**src/rtl/ssd_scan_driver.sv**
```systemverilog
// ssd_scan_driver: time-multiplexed common-anode 4-digit seven-segment driver.
// Captures a frame snapshot of four hex digits and scans them out with
// anti-ghosting blank cycles and optional leading-zero blanking.
module ssd_scan_driver #(
  parameter int unsigned SCAN_DIV  = 4096,
  parameter int unsigned BLANK_CYC = 16
) (
  input  logic       clk_out,
  input  logic       rst_n,
  input  logic [3:0] in0,
  input  logic [3:0] in1,
  input  logic [3:0] in2,
  input  logic [3:0] in3,
  input  logic [3:0] dp,
  input  logic       lz_en,
  input  logic       freeze,
  output logic [3:0] ssd_ctl,
  output logic [7:0] ssd_seg,
  output logic       frame_tick
);

  localparam int unsigned CW = $clog2(SCAN_DIV);
  localparam logic [CW-1:0] DIV_LAST  = CW'(SCAN_DIV - 1);
  localparam logic [CW-1:0] BLANK_LIM = CW'(BLANK_CYC);

  logic [CW-1:0] div_cnt;
  logic [1:0]    slot;
  logic          div_wrap;
  logic          snap_edge;

  logic [3:0] s0, s1, s2, s3;
  logic [3:0] sdp;

  logic [3:0] lz_blank;
  logic [3:0] cur_val;
  logic       cur_dp;
  logic [7:0] seg_byte;
  logic [3:0] ctl_d;
  logic [7:0] seg_d;
  logic       tick_d;

  // Full active-low segment byte for a hex digit with dp off.
  function automatic logic [7:0] hex_byte(input logic [3:0] v);
    logic [7:0] b;
    case (v)
      4'h0: b = 8'h03;
      4'h1: b = 8'h9F;
      4'h2: b = 8'h25;
      4'h3: b = 8'h0D;
      4'h4: b = 8'h99;
      4'h5: b = 8'h49;
      4'h6: b = 8'h41;
      4'h7: b = 8'h1F;
      4'h8: b = 8'h01;
      4'h9: b = 8'h09;
      4'hA: b = 8'h11;
      4'hB: b = 8'hC1;
      4'hC: b = 8'h63;
      4'hD: b = 8'h85;
      4'hE: b = 8'h61;
      default: b = 8'h71;
    endcase
    return b;
  endfunction

  assign div_wrap  = (div_cnt == DIV_LAST);
  assign snap_edge = div_wrap && (slot == 2'd3);

  // Slot timer and digit index; slot advances when the divider wraps.
  always_ff @(posedge clk_out or negedge rst_n) begin
    if (!rst_n) begin
      div_cnt <= '0;
      slot    <= '0;
    end else if (div_wrap) begin
      div_cnt <= '0;
      slot    <= slot + 2'd1;
    end else begin
      div_cnt <= div_cnt + CW'(1);
    end
  end

  // Frame snapshot: inputs are sampled only on the last cycle of a frame.
  always_ff @(posedge clk_out or negedge rst_n) begin
    if (!rst_n) begin
      s0  <= '0;
      s1  <= '0;
      s2  <= '0;
      s3  <= '0;
      sdp <= '0;
    end else if (snap_edge && !freeze) begin
      s0  <= in0;
      s1  <= in1;
      s2  <= in2;
      s3  <= in3;
      sdp <= dp;
    end
  end

  // Leading-zero mask from the snapshot; lz_en acts live.
  always_comb begin
    lz_blank = '0;
    if (lz_en) begin
      lz_blank[3] = (s3 == 4'd0);
      lz_blank[2] = lz_blank[3] && (s2 == 4'd0);
      lz_blank[1] = lz_blank[2] && (s1 == 4'd0);
    end
  end

  // Select the snapshot digit for the current slot.
  always_comb begin
    cur_val = s0;
    cur_dp  = sdp[0];
    case (slot)
      2'd1: begin cur_val = s1; cur_dp = sdp[1]; end
      2'd2: begin cur_val = s2; cur_dp = sdp[2]; end
      2'd3: begin cur_val = s3; cur_dp = sdp[3]; end
      default: begin cur_val = s0; cur_dp = sdp[0]; end
    endcase
  end

  // Next output values; a blanked slot or the blank window drives all-off.
  always_comb begin
    seg_byte = hex_byte(cur_val);
    ctl_d    = '1;
    seg_d    = '1;
    tick_d   = (slot == 2'd0) && (div_cnt == '0);
    if (!((div_cnt < BLANK_LIM) || lz_blank[slot])) begin
      ctl_d[slot] = 1'b0;
      seg_d       = {seg_byte[7:1], ~cur_dp};
    end
  end

  // Registered outputs, one cycle behind the counter state.
  always_ff @(posedge clk_out or negedge rst_n) begin
    if (!rst_n) begin
      ssd_ctl    <= '1;
      ssd_seg    <= '1;
      frame_tick <= 1'b0;
    end else begin
      ssd_ctl    <= ctl_d;
      ssd_seg    <= seg_d;
      frame_tick <= tick_d;
    end
  end

endmodule

```
**config.mk**
```make
export PLATFORM = sky130hd
export DESIGN_NAME = ssd_scan_driver
export DESIGN_NICKNAME = d
export VERILOG_FILES = /design/src/rtl/ssd_scan_driver.sv
export SDC_FILE = /design/constraint.sdc
export NUM_CORES = 1
export LEC_CHECK = 0
export CAP_MARGIN = 20
export CELL_PAD_IN_SITES_DETAIL_PLACEMENT = 0
export CELL_PAD_IN_SITES_GLOBAL_PLACEMENT = 1
export CORE_MARGIN = 5
export CORE_UTILIZATION = 35
export CTS_BUF_LIST = sky130_fd_sc_hd__clkbuf_2
export CTS_CLUSTER_DIAMETER = 40
export DETAILED_ROUTE_END_ITERATION = 12
export PLACE_DENSITY = 0.73
export SETUP_SLACK_MARGIN = 0.1
export SLEW_MARGIN = 10
export SYNTH_ARGS = -nofsm -noshare
export SYNTH_HDL_FRONTEND = slang
export SYNTH_SLANG_ARGS = --single-unit
```
**constraint.sdc**
```tcl
create_clock -name clk_out -period 2.9 [get_ports clk_out]
set_input_delay 0.435 -clock clk_out [delete_from_list [all_inputs] [get_ports clk_out]]
set_output_delay 0.435 -clock clk_out [all_outputs]
set_load 0.01 [all_outputs]
```
==> Word-level counts from Yosys, hierarchy flattened <==
Memory sizes are Yosys's and may differ from the RTL's.
Cells that the tools add are included.
{ "classes": {"eq_ne": 4, "n_bitwise": 2, "muxes": 10, "n_lt_le_gt_ge": 3, "add_sub_neg": 2, "reduce_logical": 13} }
{ "op_table": {"columns": ["operator", "count"], "rows": [
  ["12-bit by 1-bit adder with 12-bit output, second input constant", 1],
  ["12-bit == test, second input constant", 1],
  ["12-bit zero test", 1],
  ["4-bit zero test", 3],
  ["12-bit by 5-bit less-than comparator with 1-bit output, second input constant", 1],
  ["12-bit two-way mux", 1],
  ["4-bit one-hot mux with 3 select lines", 1],
  ["8-bit two-way mux", 1],
  ["1-bit logical AND", 6],
  ["2-bit == test, second input constant", 2],
  ["4-bit two-way mux", 1],
  ["4-bit inverter", 1],
  ["2-bit by 3-bit less-than comparator with 1-bit output, second input constant", 1],
  ["3-bit two-way mux", 1],
  ["1-bit one-hot mux with 3 select lines", 1],
  ["2-bit by 1-bit adder with 2-bit output, second input constant", 1],
  ["1-bit binary-select mux with 2-bit select", 1],
  ["1-bit demux with 2-bit select", 1],
  ["2-bit by 1-bit == test with 1-bit output, second input constant", 1],
  ["2-bit by 1-bit >= comparator with 1-bit output, second input constant", 1],
  ["2-bit zero test", 1],
  ["1-bit two-way mux", 2],
  ["1-bit zero test", 1],
  ["1-bit logical OR", 1],
  ["1-bit inverter", 1]
]} }
{ "word_totals": {"inputBits": 24, "word_cells": 45, "reg_bits": 47, "n_memories": 1, "output_inout_bits": 13, "mem_bits_ro": 112} }
{ "memory_table": {"columns": ["memory", "words", "word_bits", "read_ports", "rd_ports_with_merged_regs", "write_ports", "line_no", "text"], "rows": [
  ["(name not given)", 16, 7, 1, 0, 0, "45", "case (v)"]
]} }

==> Longest topological paths before layout <==
Gate-level depths: netlist of run 1.
{ "depth": {"ltp_word": 8, "depth_mapped": 11, "mapped_depth_nobuf": 10} }

==> Worst setup path after synthesis of run 1 <==
No wires, ideal clock.
{ "synth_path": {"path_type": "reg2reg", "startpoint": "reg slot[0]", "endpoint": "reg ssd_seg[4]", "t_required_ns": 2.803, "setup_time_ns": 0.097, "synth_period_minus_slack_ns": 2.375, "path_slack_ns": 0.525, "path_stages_with_launch": 11, "arrival_ns": 2.277, "n_path_buf": 1, "path_cell_list": "dfrtp_1 inv_1 ha_1 buf_2 clkinv_1 a21oi_1 inv_1 ha_1 a221oi_1 o311a_1 o21ai_0"} }
{ "synth_between": {"elab_chain_cells": 4, "elab_cells_between_ends": 9, "cone_classes": "eq/ne (3); mux (4); reduce/logical (1); memory (1)"} }
{ "synth_lines": {"columns": ["element", "line_no", "text"], "rows": [
  ["from (decl)", "27", "logic [1:0] slot;"],
  ["from (signal assigned)", "76", "slot <= slot + 2'd1;"],
  ["2-bit == test (tied with other cells)", "113", "case (slot)"],
  ["4-bit one-hot mux with 3 select lines / 1-bit two-way mux (equally long branches)", "113, 127", null],
  ["memory read 16 x 7 bit / 1-bit logical OR (equally long branches)", null, null],
  ["8-bit two-way mux *", "127", "if (!((div_cnt < BLANK_LIM) || lz_blank[slot])) begin"],
  ["net seg_d[4]", "39", "logic [7:0] seg_d;"],
  ["to (signal assigned)", "141", "ssd_seg <= seg_d;"],
  ["to (decl)", "18", "output logic [7:0] ssd_seg,"]
]} }
The timed path passes the listed nets; every way through them passes the cells marked *. The select of a mux whose other input is x is not followed.
A chain may end at the register's enable or synchronous reset.

==> Worst setup path after layout of run 1 <==
Same ends and word-level chain as after synthesis.

==> reports/results.txt, run 1 <==
Run status - finished clean
Hold WC Path Type - reg2reg
Total clock buffers created by CTS - 5
Length of the first detailed-routing pass in iterations - 4
Final Hold Fails - 0
CTS tree - yes
Die ar. - 8490 sq um
Antenna violations before repair - 0
Syn nets - 233
Post-DP HPWL - 3.38 mm
Int Pwr - 836 uW
Arrival time at the worst endpoint - 2910 ps
Share of layout cells above drive strength 1 - 0.207
GP Congestion - 0.751
Antenna-violating nets left - 0
Max Cap Viol - 0
Clock-pin slew on the worst setup and hold paths - 240 ps
Die extent in x - 92.2 um
Slew Limit Fails - 0
Worst reg-to-reg setup slack - 370 ps
Synth Cell Area - 2360 sq um
Root Driver - clkbuf_2
Cell Pwr Density - 367 nW/um^2
Count of cells along the worst hold path - 1
Row count - 30
Psw - 232 uW
Final Skew - 19.2 ps
Critical path type - reg2reg
Crit Reg-Reg Endpoint - ssd_seg[4]
Mapped Cells - 197
Fin crit period - 2530 ps
Total GRT Usage - 0.112
Hold_sp - sdp[0]
Sequential area share after synthesis - 0.504
Port buffer count - 36
Seq pwr share - 0.616
Worst-Skew Late Latency - 420 ps
Vias per cell - 4.91
Hold EP - ssd_seg[0]
Setup TNS Final - 0 ps
CP max FO - 9
RSZ-0062 raised after global routing - no
Number of flops mapped to enable cells by yosys - 0
Fraction of registers with async set/reset - 1.00
Fmax - 0.395 GHz
1st-iter DRT viols - 44
Pre-CTS setup slack - 279 ps
Crit path required time - 3290 ps
# diodes - 0
CTS Buffer Depth - 2
Final Setup Violations - 0
Ys flop type - dfrtp_1
Switching Fraction - 0.217
Chip height - 92.2 um
Worst r2r src - slot[0]
Vias in the first global route - 1,555
R2R depth - 9
H-tree depth - 2
Combinational power share - 0.046
Headroom to the max-slew limit - 0.636
Max VDD drop - 0.000128 V
Pin count of the biggest net entering global routing - 48
Vias - 1,576
Unique masters post-synth - 41
Sink Count - 47
Startpoint Class - register
Worst slew pin tran - 546 ps
Area Overhead vs Synth - 23.3%
Total power - 1070 uW
Avg Inst Size Synth - 12.0 sq um
Leak pwr - 0.00135 uW
Yosys reg bits - 47
# Post-CTS Setup Buffers - 0
Clock power share - 0.338
# DRC - 0
WL/cell - 14.0 um
Fin nets - 276
Initial core utilization - 0.354
Core area - 6680 sq um
Final wirelength - 4.50 mm
First-pass GRT wire length - 7.58 mm
Final Cycle Share - 0.872
PnR worst setup slack - 371 ps
Syn. warnings - 0
Global route total overflow - 0
Critical Path End Type - register
IO Count - 37
sequential cells by signal, summed over array words and instances (netlist names):
name,count
div_cnt,12
ssd_seg,8
s0,4
s1,4
s2,4
s3,4
sdp,4
ssd_ctl,4
slot,2
frame_tick,1
kinds of logic (layout without fill, tap and decap cells):
kind of cell	after synthesis	count (layout)	share of synthesized area
AND/OR/NAND/NOR	59	59	0.136
flip-flops	47	47	0.504
AO/OA/AOI/OAI	33	33	0.0948
multiplexers	22	22	0.136
buffers and inverters	16	60	0.0360
adder cells (fa/ha/maj)	12	12	0.0636
XOR/XNOR	8	8	0.0297
per-layer routing:
layer | wire length, um | GRT usage
met4 | 77 | 0.0458
met1 | 2140 | 0.151
met2 | 2100 | 0.175
met3 | 184 | 0.0263
met5 | 0 | 0
layout make-up:
cell class                 instances  area [sq um]
multi-input combinational        134          1090
clock buffer                       5          25.0
clock inverter                     3          42.5
tap                               80           100
timing repair buffer              43           430
inverter                           9          33.8
sequential                        47          1190
fill                             662          3770
Yosys cell counts (all sizes together), types with 3 or more instances:
cell type | count | area share
xor2 | 3 | 0.011
and3 | 3 | 0.0079
dfstp | 12 | 0.13
ha | 12 | 0.064
nand2 | 16 | 0.025
nor4 | 3 | 0.0079
nand3 | 8 | 0.017
buf | 5 | 0.019
mux2 | 21 | 0.13
dfrtp | 35 | 0.37
o21ai | 7 | 0.015
xnor2 | 5 | 0.019
nor2 | 9 | 0.014
nor2b | 4 | 0.011
o211ai | 4 | 0.013
a21oi | 9 | 0.019
inv | 8 | 0.013
nand4 | 4 | 0.011
a222oi | 4 | 0.017
stage by stage:
step / instance area (sq um) / instances / util / hold WS [ps]
final: 2910 / 321 / 0.436 / 476
after global routing: 2910 / 321 / 0.436 / 481
after CTS: 2870 / 319 / 0.430 / 160
after detailed placement: 2800 / 311 / 0.420 / 442
after global placement: 2800 / 311 / 0.420 / 477
after floorplan: 2360 / 197 / - / 139
critical path, stage by stage, from the launching register on:
cell and delay, ps:
dfrtp_1 480, inv_1 130, ha_1 310, clkinv_1 290, a21oi_1 270, inv_1 120, ha_1 320, a221oi_1 280
o311a_1 210, o21ai_0 70
power by group through the flow:
stage	Combinational (uW)	Sequential (uW)	Clock [uW]
finish	49.4	658	361
global placement	45.6	668	0
CTS	45.6	658	375
detailed placement	45.6	668	0
global route	54.9	659	405
floorplan	1.58	668	0
what timing repair did:
item	in CTS	in global routing
setup endpoints to repair	0	1
hold buffers	0	1
endpoints found under the hold margin	0	12
resized for setup	0	1
cell usage in the layout (no fill, tap or decap), types with 7 or more instances in the layout:
master           instances
dfrtp_1                 35
clkdlybuf4s50_1         35
mux2_4                  20
nand2_1                 16
ha_1                    12
dfstp_2                 12
nor2_1                   9
inv_1                    8
a21oi_1                  8
nand3_1                  8
o21ai_0                  7
worst max-delay path by stage:
| stage | endpoint | slack (ps) | depth (start not counted) | start |
|---|---|---|---|---|
| detailed placement | ssd_seg[4] | 280 | 9 | slot[0] |
| CTS | ssd_seg[4] | 200 | 9 | slot[0] |
| global route | ssd_seg[4] | 110 | 9 | slot[0] |
| global placement | ssd_seg[4] | 470 | 9 | slot[0] |
| finish | ssd_seg[4] | 370 | 9 | slot[0] |
| floorplan | ssd_seg[4] | 530 | 10 | slot[0] |
Power figures use the tool's default switching activity.
==> run 2, diff against run 1 <==
--- a/config.mk
+++ b/config.mk
@@ -9,11 +9,11 @@
 export CELL_PAD_IN_SITES_DETAIL_PLACEMENT = 0
 export CELL_PAD_IN_SITES_GLOBAL_PLACEMENT = 1
 export CORE_MARGIN = 5
-export CORE_UTILIZATION = 35
+export CORE_UTILIZATION = 44
 export CTS_BUF_LIST = sky130_fd_sc_hd__clkbuf_2
 export CTS_CLUSTER_DIAMETER = 40
 export DETAILED_ROUTE_END_ITERATION = 12
-export PLACE_DENSITY = 0.73
+export PLACE_DENSITY = 0.87
 export SETUP_SLACK_MARGIN = 0.1
 export SLEW_MARGIN = 10
 export SYNTH_ARGS = -nofsm -noshare
==> run 2 against run 1 <==
  * First-iteration DRC count is 32% higher
  * Design area is 1.4% lower
  * Sequential cell count stayed put
  * Critical path type unchanged
  * Critical endpoint unchanged
  * Highest routed layer unchanged
==> reports/results.txt, run 2 (synthesized netlist as in run 1, its figures left out) <==
WL/cell - 14.0 um (-0.20%)
Max Cap Viol - 0 (unchanged)
Hold WC Path Type - in2async
Row count - 26 (-13%)
Share of layout cells above drive strength 1 - 0.217 (+0.00920)
Chip height - 83.3 um (-9.6%)
Final Skew - 35.0 ps (+15.8 ps)
Max reg flops - 12 (unchanged)
Global route total overflow - 0 (unchanged)
# diodes - 0 (unchanged)
Antenna violations before repair - 0 (unchanged)
Regs by FF count - div_cnt x12, ssd_seg x8
Crit-path slowest cell - a222oi_1
Min Hold Slack - 378 ps (-97.5 ps)
Critical Path End Type - register
Total power - 985 uW (-7.8%)
Worst slew pin tran - 752 ps (+207 ps)
Seq pwr share - 0.668 (+0.052)
Startpoint Class - register
Length of the first detailed-routing pass in iterations - 4 (unchanged)
First-pass GRT wire length - 7.65 mm (+0.91%)
Fin crit period - 2530 ps (-3.99 ps)
Root Driver - clkbuf_2
Die extent in x - 83.3 um (-9.6%)
CP delay by family, top - compound AO/OA/AOI/OAI gates
Core area - 5170 sq um (-23%)
RSZ-0062 raised after global routing - no
Critical path type - reg2reg
Initial core utilization - 0.457 (+0.103)
Die ar. - 6930 sq um (-18%)
Crit path required time - 3220 ps (-70 ps)
Max VDD drop - 0.000163 V (+27%)
Most frequent cells in the layout - dfrtp_1, clkdlybuf4s50_1, mux2_4, nand2_1, dfstp_2
WP buf/inv - 1 (-2)
Vias per cell - 5.13 (+4.5%)
Setup TNS Final - 0 ps (unchanged)
1st-iter DRT viols - 58 (+32%)
CTS tree - yes
Largest reg by FF count - div_cnt
R2R depth - 8 (-1)
Clock-pin slew on the worst setup and hold paths - 260 ps (+20 ps)
Worst-Skew Late Latency - 430 ps (about the same)
CTS Buffer Depth - 2 (unchanged)
Pin count of the biggest net entering global routing - 48 (unchanged)
Antenna-violating nets left - 0 (unchanged)
Vias in the first global route - 1,584 (+1.9%)
Crit Reg-Reg Endpoint - ssd_seg[4]
Fin nets - 275 (-0.36%)
GP Congestion - 0.782 (+4.0%)
Headroom to the max-slew limit - 0.497 (-0.140)
Total GRT Usage - 0.133 (+0.0204)
H-tree depth - 2 (unchanged)
Port buffer count - 36 (unchanged)
Psw - 233 uW (+0.38%)
Leak pwr - 0.00133 uW (-1.4%)
Int Pwr - 752 uW (-10%)
Switching Fraction - 0.236 (+0.0192)
Cell Pwr Density - 343 nW/um^2 (-6.5%)
Clock power share - 0.284 (-0.054)
Arrival time at the worst endpoint - 2840 ps (-70 ps)
Worst r2r src - slot[0]
Final wirelength - 4.34 mm (-3.6%)
Final Setup Violations - 0 (unchanged)
CP max FO - 6 (-3)
Run status - finished clean
Max incr delay on CP - 490 ps (about the same)
Fmax - 0.396 GHz (+0.16%)
Final Hold Fails - 0 (unchanged)
Total clock buffers created by CTS - 5 (unchanged)
Worst reg-to-reg setup slack - 370 ps (about the same)
Slew Limit Fails - 0 (unchanged)
Sink Count - 47 (unchanged)
Vias - 1,590 (+0.89%)
Area Overhead vs Synth - 21.6%
IO Count - 37 (unchanged)
Post-DP HPWL - 3.28 mm (-2.7%)
Pre-CTS setup slack - 285 ps (+5.72 ps)
Cell Chain, Critical Path - inv_1 -> ha_1 -> a222oi_1 -> a21oi_1 -> ha_1 -> a221oi_1 -> o311a_1 -> o21ai_0
PnR worst setup slack - 375 ps (+3.99 ps)
Final Cycle Share - 0.871 (-0.00138)
Most frequent CP cell - ha_1
Combinational power share - 0.048 (+0.002)
# DRC - 0 (unchanged)
==> run 2: worst register-to-register path: stages (launching register included) <==
cell      delay, ps
dfrtp_1         470
inv_1           110
ha_1            280
a222oi_1        490
a21oi_1         170
ha_1            320
a221oi_1        280
o311a_1         210
o21ai_0          80
==> run 2: what timing repair did <==
action / 4_1_cts / 5_1_grt
buffers inserted: 0 / 0
resized for setup: 0 / 3
hold endpoints to repair: 0 / 6
endpoints found under the setup margin: 0 / 1
hold buffers: 0 / 1
==> run 2: routing by layer <==
metal | vias up | share of wire | GRT usage
met5 | - | 0 | 0
met4 | 0 | 0.016 | 0.0431
met3 | 8 | 0.060 | 0.0406
met2 | 43 | 0.43 | 0.204
met1 | 743 | 0.49 | 0.178
li1 | 796 | - | -
==> run 2: power by group through the flow <==
stage	Sequential (uW)	Clock [uW]	Combinational [uW]
2_1_floorplan	668	0	1.58
3_3_place_gp	668	0	44.0
3_5_place_dp	668	0	44.7
4_1_cts	658	293	44.7
5_1_grt	658	316	52.7
6_report	658	280	47.2
==> run 2: final cells by class <==
cell class              instances  area [sq um]
well taps                      70          87.6
flip-flops and latches         47          1190
multi-input cells             134          1090
clock buffers                   5          25.0
inverters                       9          37.5
clock inverters                 3          22.5
repair buffers                 42           415
fillers                       452          2300
==> run 2: worst max-delay path by stage <==
stage | startpoint | endpoint | slack [ps] | cells after the start
after floorplan | slot[0] | ssd_seg[4] | 530 | 10
after global placement | slot[0] | ssd_seg[4] | 460 | 9
after detailed placement | slot[0] | ssd_seg[4] | 280 | 9
after CTS | slot[0] | ssd_seg[4] | 220 | 9
after global routing | slot[0] | ssd_seg[4] | 230 | 9
final | slot[0] | ssd_seg[4] | 370 | 8
==> run 2: stage by stage <==
step,instance area [sq um],util,instances
after global routing,2870,0.555,310
after floorplan,2360,-,197
after detailed placement,2780,0.538,300
final,2870,0.555,310
after CTS,2830,0.547,308
after global placement,2780,0.538,300
==> run 3, diff against run 2 <==
--- a/config.mk
+++ b/config.mk
@@ -14,7 +14,7 @@
 export CTS_CLUSTER_DIAMETER = 40
 export DETAILED_ROUTE_END_ITERATION = 12
 export PLACE_DENSITY = 0.87
-export SETUP_SLACK_MARGIN = 0.1
+export REMOVE_ABC_BUFFERS = 1
 export SLEW_MARGIN = 10
 export SYNTH_ARGS = -nofsm -noshare
 export SYNTH_HDL_FRONTEND = slang
==> run 3 against run 2 <==
  * Clock skew down 9.0 ps
  * Sequential power about the same
  * Die area unchanged
  * Final cell count unchanged
  * Maximum frequency is 0.72% higher
  * Setup slack gained 18 ps
  * Wire length increased by 6.0%
==> reports/results.txt, run 3 (synthesized netlist as in run 1, its figures left out) <==
First-pass GRT wire length - 7.85 mm (+2.6%)
Post-DP HPWL - 3.38 mm (+2.8%)
Storage element area - 1190 sq um (unchanged)
Slew Limit Fails - 0 (unchanged)
# Post-CTS Setup Buffers - 0 (unchanged)
Total clock buffers created by CTS - 5 (unchanged)
Psw - 214 uW (-7.9%)
CTS Buffer Depth - 2 (unchanged)
Cell Chain, Critical Path - inv_1 -> ha_1 -> clkinv_1 -> a21oi_1 -> inv_1 -> ha_1 -> a221oi_1 -> o311a_1 -> o21ai_0
Crit Reg-Reg Endpoint - ssd_seg[4]
Hold WC Path Type - reg2reg
CP startpoint - slot[0]
R2R depth - 9 (+1)
IO Count - 37 (unchanged)
Filler instances - 440 (-2.7%)
Arrival time at the worst endpoint - 2830 ps (about the same)
Final wirelength - 4.60 mm (+6.0%)
Final Cycle Share - 0.865 (-0.00621)
Row count - 26 (unchanged)
Startpoint Class - register
Fmax - 0.399 GHz (+0.72%)
Crit-path slowest cell - dfrtp_1
Initial core utilization - 0.457 (unchanged)
Int Pwr - 744 uW (-1.1%)
Max Cap Viol - 0 (unchanged)
Seq pwr share - 0.687 (+0.019)
Port buffer count - 36 (unchanged)
Count of cells along the worst hold path - 1
Fin nets - 275 (unchanged)
Total GRT Usage - 0.139 (+0.00623)
Critical Path End Type - register
Final Skew - 26.0 ps (-8.96 ps)
Setup TNS Final - 0 ps (unchanged)
Core area - 5170 sq um (unchanged)
Regs by FF count - div_cnt x12, ssd_seg x8
Sink Count - 47 (unchanged)
CP max FO - 9 (+3)
Run status - finished clean
H-tree depth - 2 (unchanged)
Headroom to the max-slew limit - 0.460 (-0.0367)
Max VDD drop - 0.000216 V (+32%)
RSZ-0062 raised after global routing - no
Multi-input gate area - 1090 sq um (-0.23%)
Antenna violations before repair - 0 (unchanged)
Leak pwr - 0.00133 uW (-0.17%)
Worst-Skew Late Latency - 390 ps (-40 ps)
Final Hold Fails - 0 (unchanged)
Share of layout cells above drive strength 1 - 0.200 (-0.0167)
Clock-pin slew on the worst setup and hold paths - 240 ps (-20 ps)
Largest reg by FF count - div_cnt
Worst slew pin tran - 807 ps (+54.9 ps)
Max reg flops - 12 (unchanged)
Chip height - 83.3 um (unchanged)
Clock power share - 0.262 (-0.022)
Total power - 958 uW (-2.7%)
Final Setup Violations - 0 (unchanged)
Cell Pwr Density - 334 nW/um^2 (-2.5%)
# DRC - 0 (unchanged)
Area Overhead vs Synth - 21.3%
Worst Setup EP - ssd_seg[4]
Vias - 1,612 (+1.4%)
Max incr delay on CP - 480 ps (about the same)
Length of the first detailed-routing pass in iterations - 4 (unchanged)
Root Driver - clkbuf_2
Global route total overflow - 0 (unchanged)
GP Congestion - 0.748 (-4.3%)
CTS tree - yes
Fin crit period - 2510 ps (-18.0 ps)
Crit path required time - 3220 ps (about the same)
Combinational power share - 0.052 (+0.004)
WL/cell - 14.8 um (+6.0%)
# diodes - 0 (unchanged)
Vias in the first global route - 1,576 (-0.51%)
Die ar. - 6930 sq um (unchanged)
Worst reg-to-reg setup slack - 390 ps (+20 ps)
Most frequent cells in the layout - dfrtp_1, clkdlybuf4s50_1, mux2_4, nand2_1
Pin count of the biggest net entering global routing - 48 (unchanged)
Die extent in x - 83.3 um (unchanged)
Vias per cell - 5.20 (+1.4%)
1st-iter DRT viols - 104 (+79%)
Worst r2r src - slot[0]
Critical path type - reg2reg
Switching Fraction - 0.224 (-0.0126)
Antenna-violating nets left - 0 (unchanged)
==> run 3: worst min path at each step <==
stage | slack, ps | to | from
3_3_place_gp | 440 | ssd_seg[0] | sdp[0]
2_1_floorplan | 140 | div_cnt[0] | rst_n
4_1_cts | 180 | s3[3] | rst_n
6_report | 460 | ssd_seg[0] | sdp[0]
5_1_grt | 490 | ssd_seg[0] | sdp[0]
3_5_place_dp | 440 | ssd_seg[0] | sdp[0]
==> run 3: layout make-up <==
type / instances / share of cell area
Timing Repair Buffer: 42 / 0.148
Inverter: 9 / 0.0118
Multi-Input combinational cell: 134 / 0.380
Clock buffer: 5 / 0.00873
Sequential cell: 47 / 0.416
Tap cell: 70 / 0.0306
Clock inverter: 3 / 0.00524
==> run 3: through the flow <==
stage / area [sq um] / util / setup slack (ps) / cells / hold WS [ps]
global placement: 2780 / 0.538 / 442 / 300 / 443
floorplan: 2310 / - / 496 / 190 / 139
detailed placement: 2780 / 0.538 / 350 / 300 / 437
finish: 2870 / 0.554 / 393 / 310 / 463
CTS: 2820 / 0.546 / 300 / 308 / 184
global route: 2870 / 0.554 / 84.5 / 310 / 486
==> run 3: what timing repair did <==
item                                    CTS  global route
endpoints found under the setup margin    0             1
hold buffers                              0             1
hold endpoints to repair                  0            20
gates resized for setup                   0             1
==> run 3: critical path: cells and delay by family (launching register included) <==
kind            cells  cell delay, ps
fa+ha+maj           2             630
buf+inv             3             550
flops               1             480
compound gates      4             790
==> run 3: metal layers <==
layer | vias to the layer above | wire (um) | global-route usage
li1 | 793 | - | -
met1 | 784 | 2280 | 0.204
met2 | 33 | 2080 | 0.208
met3 | 2 | 222 | 0.0356
met4 | 0 | 23 | 0.0267
met5 | - | 0 | 0
==> run 3: power by group through the flow <==
| stage | clock, uW | sequential, uW | combinational (uW) |
|---|---|---|---|
| 2_1_floorplan | 0 | 668 | 1.58 |
| 3_3_place_gp | 0 | 668 | 44.7 |
| 3_5_place_dp | 0 | 668 | 45.3 |
| 4_1_cts | 267 | 658 | 45.2 |
| 5_1_grt | 291 | 658 | 54.6 |
| 6_report | 251 | 658 | 49.5 |
